[config.mk]
export PLATFORM = sky130hd
export DESIGN_NAME = sauria_tile_pointer_sequencer
export DESIGN_NICKNAME = d
export VERILOG_FILES = /design/src/rtl/sauria_tile_pointer_sequencer.sv
export SDC_FILE = /design/constraint.sdc
export NUM_CORES = 2
export LEC_CHECK = 0
export CELL_PAD_IN_SITES_DETAIL_PLACEMENT = 1
export CELL_PAD_IN_SITES_GLOBAL_PLACEMENT = 2
export CORE_ASPECT_RATIO = 0.6
export CORE_UTILIZATION = 39
export CTS_CLUSTER_SIZE = 25
export DETAILED_ROUTE_END_ITERATION = 7
export DONT_BUFFER_PORTS = 1
export PLACE_DENSITY_LB_ADDON = 0.1
export SLEW_MARGIN = 20
export SYNTH_ARGS = -nofsm -noshare
export SYNTH_HDL_FRONTEND = slang
export SYNTH_SLANG_ARGS = --single-unit
[constraint.sdc]
create_clock -name clk -period 5.95 [get_ports clk]
set_input_delay 0.8925 -clock clk [delete_from_list [all_inputs] [get_ports clk]]
set_output_delay 0.8925 -clock clk [all_outputs]
set_load 0.01 [all_outputs]
[src/rtl/sauria_tile_pointer_sequencer.sv]
// Walks a 4-D (x, y, c, k) tile space in a programmable loop order and emits per-tensor offsets.
// Optional tile_idx output is enabled by defining SAURIA_PTRGEN_TILE_COUNT_EN.
module sauria_tile_pointer_sequencer #(
  parameter int CNT_W  = 16,
  parameter int ADDR_W = 32
) (
  input  logic              clk,
  input  logic              rst,
  input  logic              start,
  input  logic [CNT_W-1:0]  x_lim,
  input  logic [CNT_W-1:0]  y_lim,
  input  logic [CNT_W-1:0]  c_lim,
  input  logic [CNT_W-1:0]  k_lim,
  input  logic [ADDR_W-1:0] ifm_x_step,
  input  logic [ADDR_W-1:0] ifm_y_step,
  input  logic [ADDR_W-1:0] ifm_c_step,
  input  logic [ADDR_W-1:0] ps_x_step,
  input  logic [ADDR_W-1:0] ps_y_step,
  input  logic [ADDR_W-1:0] ps_k_step,
  input  logic [ADDR_W-1:0] w_c_step,
  input  logic [ADDR_W-1:0] w_k_step,
  input  logic [1:0]        loop_order,
  output logic              ptr_valid,
  input  logic              ptr_ready,
  output logic [ADDR_W-1:0] ifmaps_offset,
  output logic [ADDR_W-1:0] psums_offset,
  output logic [ADDR_W-1:0] weights_offset,
  output logic              ifmaps_change,
  output logic              psums_change,
  output logic              weights_change,
  output logic              last_iter,
`ifdef SAURIA_PTRGEN_TILE_COUNT_EN
  output logic [31:0]       tile_idx,
`endif
  output logic              busy,
  output logic              done
);

  localparam logic [1:0] ST_IDLE = 2'd0;
  localparam logic [1:0] ST_RUN  = 2'd1;
  localparam logic [1:0] ST_DONE = 2'd2;

  logic [1:0]        state;
  logic [CNT_W-1:0]  xl, yl, cl, kl;
  logic [ADDR_W-1:0] s_ifm_x, s_ifm_y, s_ifm_c, s_ps_x, s_ps_y, s_ps_k, s_w_c, s_w_k;
  logic [1:0]        ord;
  logic [CNT_W-1:0]  x, y, c, k;
  logic [CNT_W-1:0]  x_n, y_n, c_n, k_n;
  logic [ADDR_W-1:0] ifm_x_cnt, ifm_y_cnt, ifm_c_cnt, ps_x_cnt, ps_y_cnt, ps_k_cnt, w_c_cnt, w_k_cnt;
  logic              xw, yw, cw, kw, xyw;
  logic              en_xy, en_c, en_k, step_x, step_y;

  assign ptr_valid      = (state == ST_RUN);
  assign busy           = (state != ST_IDLE);
  assign done           = (state == ST_DONE);
  assign ifmaps_offset  = ifm_x_cnt + ifm_y_cnt + ifm_c_cnt;
  assign psums_offset   = ps_x_cnt + ps_y_cnt + ps_k_cnt;
  assign weights_offset = w_c_cnt + w_k_cnt;

  assign xw  = (x == xl);
  assign yw  = (y == yl);
  assign cw  = (c == cl);
  assign kw  = (k == kl);
  assign xyw = xw & yw;
  assign last_iter = ptr_valid & xyw & cw & kw;

  // A group steps only when every group inside it has wrapped in the selected order.
  always_comb begin
    en_xy = 1'b0;
    en_c  = 1'b0;
    en_k  = 1'b0;
    case (ord)
      2'd0: begin en_xy = 1'b1; en_c = xyw; en_k = xyw & cw; end
      2'd1: begin en_c = 1'b1; en_k = cw; en_xy = cw & kw; end
      2'd2: begin en_k = 1'b1; en_c = kw; en_xy = kw & cw; end
      default: begin en_c = 1'b1; en_xy = cw; en_k = cw & xyw; end
    endcase
    step_x = en_xy;
    step_y = en_xy & xw;
    x_n = x;
    y_n = y;
    c_n = c;
    k_n = k;
    if (step_x) x_n = xw ? '0 : x + CNT_W'(1);
    if (step_y) y_n = yw ? '0 : y + CNT_W'(1);
    if (en_c)   c_n = cw ? '0 : c + CNT_W'(1);
    if (en_k)   k_n = kw ? '0 : k + CNT_W'(1);
  end

  always_ff @(posedge clk) begin
    if (rst) begin
      state <= ST_IDLE;
      xl <= '0; yl <= '0; cl <= '0; kl <= '0;
      s_ifm_x <= '0; s_ifm_y <= '0; s_ifm_c <= '0;
      s_ps_x <= '0; s_ps_y <= '0; s_ps_k <= '0;
      s_w_c <= '0; s_w_k <= '0;
      ord <= '0;
      x <= '0; y <= '0; c <= '0; k <= '0;
      ifm_x_cnt <= '0; ifm_y_cnt <= '0; ifm_c_cnt <= '0;
      ps_x_cnt <= '0; ps_y_cnt <= '0; ps_k_cnt <= '0;
      w_c_cnt <= '0; w_k_cnt <= '0;
      ifmaps_change <= 1'b1; psums_change <= 1'b1; weights_change <= 1'b1;
`ifdef SAURIA_PTRGEN_TILE_COUNT_EN
      tile_idx <= '0;
`endif
    end else begin
      case (state)
        ST_IDLE: if (start) begin
          state <= ST_RUN;
          xl <= x_lim; yl <= y_lim; cl <= c_lim; kl <= k_lim;
          s_ifm_x <= ifm_x_step; s_ifm_y <= ifm_y_step; s_ifm_c <= ifm_c_step;
          s_ps_x <= ps_x_step; s_ps_y <= ps_y_step; s_ps_k <= ps_k_step;
          s_w_c <= w_c_step; s_w_k <= w_k_step;
          ord <= loop_order;
          x <= '0; y <= '0; c <= '0; k <= '0;
          ifm_x_cnt <= '0; ifm_y_cnt <= '0; ifm_c_cnt <= '0;
          ps_x_cnt <= '0; ps_y_cnt <= '0; ps_k_cnt <= '0;
          w_c_cnt <= '0; w_k_cnt <= '0;
          ifmaps_change <= 1'b1; psums_change <= 1'b1; weights_change <= 1'b1;
`ifdef SAURIA_PTRGEN_TILE_COUNT_EN
          tile_idx <= '0;
`endif
        end
        ST_RUN: if (ptr_ready) begin
`ifdef SAURIA_PTRGEN_TILE_COUNT_EN
          tile_idx <= tile_idx + 32'd1;
`endif
          if (last_iter) begin
            state <= ST_DONE;
          end else begin
            x <= x_n; y <= y_n; c <= c_n; k <= k_n;
            if (step_x) begin
              ifm_x_cnt <= xw ? '0 : ifm_x_cnt + s_ifm_x;
              ps_x_cnt  <= xw ? '0 : ps_x_cnt + s_ps_x;
            end
            if (step_y) begin
              ifm_y_cnt <= yw ? '0 : ifm_y_cnt + s_ifm_y;
              ps_y_cnt  <= yw ? '0 : ps_y_cnt + s_ps_y;
            end
            if (en_c) begin
              ifm_c_cnt <= cw ? '0 : ifm_c_cnt + s_ifm_c;
              w_c_cnt   <= cw ? '0 : w_c_cnt + s_w_c;
            end
            if (en_k) begin
              ps_k_cnt <= kw ? '0 : ps_k_cnt + s_ps_k;
              w_k_cnt  <= kw ? '0 : w_k_cnt + s_w_k;
            end
            ifmaps_change  <= (x_n != x) | (y_n != y) | (c_n != c);
            psums_change   <= (x_n != x) | (y_n != y) | (k_n != k);
            weights_change <= (c_n != c) | (k_n != k);
          end
        end
        default: state <= ST_IDLE;
      endcase
    end
  end

endmodule

==> out/qor.tcl <==
set qor(outcome) {finished, violations left}
set qor(violations_in_the_final_reports) {slew limit}
set qor(p_leak_nw) 19.88
set qor(number_of_instances_in_the_synthesized_netlist) 5107
set qor(grt_remaining_overflow) 0
set qor(root_buffer) {sky130_fd_sc_hd__clkbuf_16}
set qor(die_x_um) 419.6
set qor(primary_flip_flop_cell_chosen_by_synthesis_mapping) {sky130_fd_sc_hd__dfxtp_1}
set qor(path_max_fanout) 3
set qor(max-clock-path-buffers) 3
set qor(critical_path_class) {reg -> out}
set qor(initial_utilization_pct) 39.55
set qor(drive_gt1_share_pct) 4.733
set qor(drt-wirelength-per-cell_um) 22.25
set qor(synthesized_area_fraction_occupied_by_adder_cells_pct) 14.22
set qor(synthesis.area_per_instance_sq_um) 7.989
set qor(antenna_violating_nets_post_route) 0
set qor(pre_cts_ws_ns) 0.3296
set qor(post_synth_main_area_contributors) {sky130_fd_sc_hd__dfxtp_1 (32%), sky130_fd_sc_hd__ha_1 (11%), sky130_fd_sc_hd__nand2_1 (8.2%), sky130_fd_sc_hd__a21oi_1 (8.0%), sky130_fd_sc_hd__nor2_1 (4.0%)}
set qor(fin_worst_skew_ns) 0.02106
set qor(post_synth_and_or_nand_nor_area_fraction_pct) 19.39
set qor(crit-reg2reg-launch) {k[13]$_SDFFE_PP0P_}
set qor(total_number_of_vias) 36220
set qor(io_pins) 429
set qor(synth.top_cells.by_count) {sky130_fd_sc_hd__nand2_1 (887), sky130_fd_sc_hd__a21oi_1 (656), sky130_fd_sc_hd__dfxtp_1 (647)}
set qor(cts_buf_count) 73
set qor(cts_tree) {yes}
set qor(ys_async_sr_fraction_pct) 0
set qor(critPathLaunch) {ifm_c_cnt[2]$_SDFFE_PP0P_}
set qor(timing.max_cap.violations) 0
set qor(fp.dieH_um) 252.5
set qor(ys_types) 90
set qor(worst-endpoint-arrival_ns) 4.84
set qor(grt_setup_unrepaired) {false}
set qor(detail_route.iter0.violations) 2397
set qor(hold_path_class) {in -> reg}
set qor(synthesis.yosys.warnings) 0
set qor(synthesis.area_sq_um) 40800
set qor(fmax_mhz) 174.4
set qor(htree_levels) 3
set qor(synth.ff_latch_count) 647
set qor(layout_worst_path_cycle_share_pct) 96.37
set qor(final_net_count) 5742
set qor(setup_slack_of_the_critical_path_after_layout_ns) 0.2162
set qor(synth_enable_flop_cells) 0
set qor(first_pass_grt_wire_length_mm) 217.6
set qor(placementRows) 91
set qor(xor_xnor_portion_of_the_synthesized_cell_area_pct) 7.513
set qor(critPathLaunchType) {register}
set qor(total_wire_length_mm) 143.6
set qor(finalSetupViolCount) 0
set qor(worstSkewPairLatency_ns) 0.68
set qor(antenna_found_initial) 11
set qor(grt_usage_pct) 26.57
set qor(grt_start_max_net_pins) 583
set qor(placement.io_buffers) 0
set qor(p_total_mw) 10.57
set qor(slew_violations) 213
set qor(max_slew.worst_pin.slew_ns) 1.966
set qor(drc) 0
set qor(drtPass1Iterations) 6
set qor(timing.reg2reg.setup_slack_ns) 1.07
set qor(core-area_sq_um) 103200
set qor(synth_sequential_area_ratio_pct) 31.75
set qor(yosysMostFrequentCell) {sky130_fd_sc_hd__nand2_1}
set qor(number_of_hold_buffers_added_after_cts) 0
set qor(finalCriticalPeriod_ns) 5.734
set qor(largest_family_of_logic_cells_by_synthesized_area) {compound AO/OA/AOI/OAI gates}
set qor(cell_taking_the_most_area_after_synthesis) {sky130_fd_sc_hd__dfxtp_1}
set qor(final.fill_count) 12470
set qor(req_time_crit_path_ns) 5.06
set qor(sequential_standard_cell_area_sq_um) 12960
set qor(finalHoldViolCount) 0
set qor(slew_headroom_pct) -31.05
set qor(end_kind) {primary output}
set qor(finalSetupTns_ns) 0
set qor(ir_worst_vdd_uv) 164.5
set qor(cts.sink_count) 647
set qor(yosys-mux-area-fraction_pct) 0.1809
set qor(worst_r2r_endpoint) {ifm_y_cnt[31]$_SDFFE_PP0P_}
set qor(synth_compound_area_share_pct) 23.62
set qor(power.density_cell_area_nw_per_um2) 236.7
set qor(multiInputGateArea_sq_um) 26710
set qor(die-area_sq_um) 106000
set qor(weighted_congestion_at_the_end_of_routability_driven_global_placement) 0.8845
set qor(first_global_vias) 35220
set qor(syn_to_final_growth_pct) 9.470
set qor(viasPerCell) 5.610
set qor(crit_path_end) {ifmaps_offset[30]}
set qor(dp_hpwl_mm) 108.7
set qor(worst-r2r-cell-count) 10
set qor(post-synth-top-area-fraction_pct) 31.75
set qor(mappedNetlistNets) 5853
set qor(worst_setup_hold_path_clk_slew_ns) 0.06
routing by layer:
layer / global-route usage [%] / part of all wire [%]
met1: 41.00 / 52
met2: 37.70 / 41
met3: 3.656 / 4.6
met4: 7.424 / 2.4
met5: 0 / 0.0077
stage by stage:
step	cell area, sq um	std cells	hold slack (ns)	util (%)
after floorplan	40800	5107	0.4274	-
after global placement	42040	6312	0.4489	40.75
after detailed placement	42040	6312	0.4542	40.75
after CTS	44550	6442	0.2815	43.19
after global routing	44660	6453	0.3059	43.29
final	44660	6455	0.3337	43.30
worst max-delay path, cell delays in order (launching register included):
cell,delay [ns]
sky130_fd_sc_hd__dfxtp_2,0.40
sky130_fd_sc_hd__fa_1,0.45
sky130_fd_sc_hd__ha_1,0.29
sky130_fd_sc_hd__a21oi_1,0.09
sky130_fd_sc_hd__nand4b_1,0.26
sky130_fd_sc_hd__a31oi_4,0.20
sky130_fd_sc_hd__a21oi_1,0.14
sky130_fd_sc_hd__o211a_1,0.25
sky130_fd_sc_hd__nor3_2,0.18
sky130_fd_sc_hd__a41oi_2,0.17
sky130_fd_sc_hd__a211o_1,0.38
sky130_fd_sc_hd__o311ai_4,0.26
sky130_fd_sc_hd__a2111oi_1,0.13
sky130_fd_sc_hd__or3_1,0.43
sky130_fd_sc_hd__xnor2_2,0.34
sky130_fd_sc_hd__buf_4,0.20
cells in the final DEF (no fill, tap or decap), drive strengths merged, types with 16 or more instances in the layout:
master	count
xor2	165
a31oi	30
a211oi	37
xnor2	185
ha	347
a22oi	159
o21ai	227
fa	73
nand2	888
a21o	155
o21a	59
and3	42
nor2	440
nor4	36
clkinv	16
nand4	28
nor2b	42
a21boi	16
buf	42
nor3	84
o21bai	50
dfxtp	647
nand3	75
a22o	22
clkbuf	102
a21oi	656
nand2b	53
inv	120
and2	20
or3	29
how the worst min path moves through the flow:
stage / start / to / slack [ns] / cells past startpoint
final: rst / s_ifm_x[12]$_SDFFE_PP0P_ / 0.33 / 1
after global routing: rst / s_ifm_x[13]$_SDFFE_PP0P_ / 0.31 / 1
after CTS: rst / s_ifm_x[12]$_SDFFE_PP0P_ / 0.28 / 1
after detailed placement: s_ifm_y[17]$_SDFFE_PP0P_ / s_ifm_y[17]$_SDFFE_PP0P_ / 0.45 / 2
after global placement: s_ps_y[27]$_SDFFE_PP0P_ / s_ps_y[27]$_SDFFE_PP0P_ / 0.45 / 2
after floorplan: state[1]$_SDFFE_PP0P_ / state[0]$_SDFFE_PP0P_ / 0.43 / 1
cells by family (layout without fill, tap and decap cells):
logic type	after synthesis	count (layout)
muxes	6	6
and+or+nand+nor	1788	1788
buffers and inverters	346	289
other	0	10
xor gates and xnor gates	350	350
adders and majority gates	420	420
AOI/OAI and AO/OA	1550	1550
DFF	647	647
layout make-up:
type,count,area share (%)
Timing Repair Buffer,42,0.7900
Sequential cell,647,29.02
Inverter,118,0.9917
Antenna cell,10,0.05603
Clock inverter,27,0.6471
Multi-Input combinational cell,4114,59.79
Clock buffer,102,4.793
Tap cell,1395,3.908
report_power, final:
| group | internal [mW] | switching, mW |
|---|---|---|
| combinational | 0.381 | 0.779 |
| sequential | 4.48 | 0.156 |
| clock | 2.73 | 2.04 |
what timing repair did:
| item | 4_1_cts | 5_1_grt |
|---|---|---|
| gates resized for setup | 14 | 21 |
| buffers inserted | 1 | 3 |
| pin swaps | 3 | 6 |
| endpoints found under the setup margin | 7 | 8 |
Power figures use the tool's default switching activity.
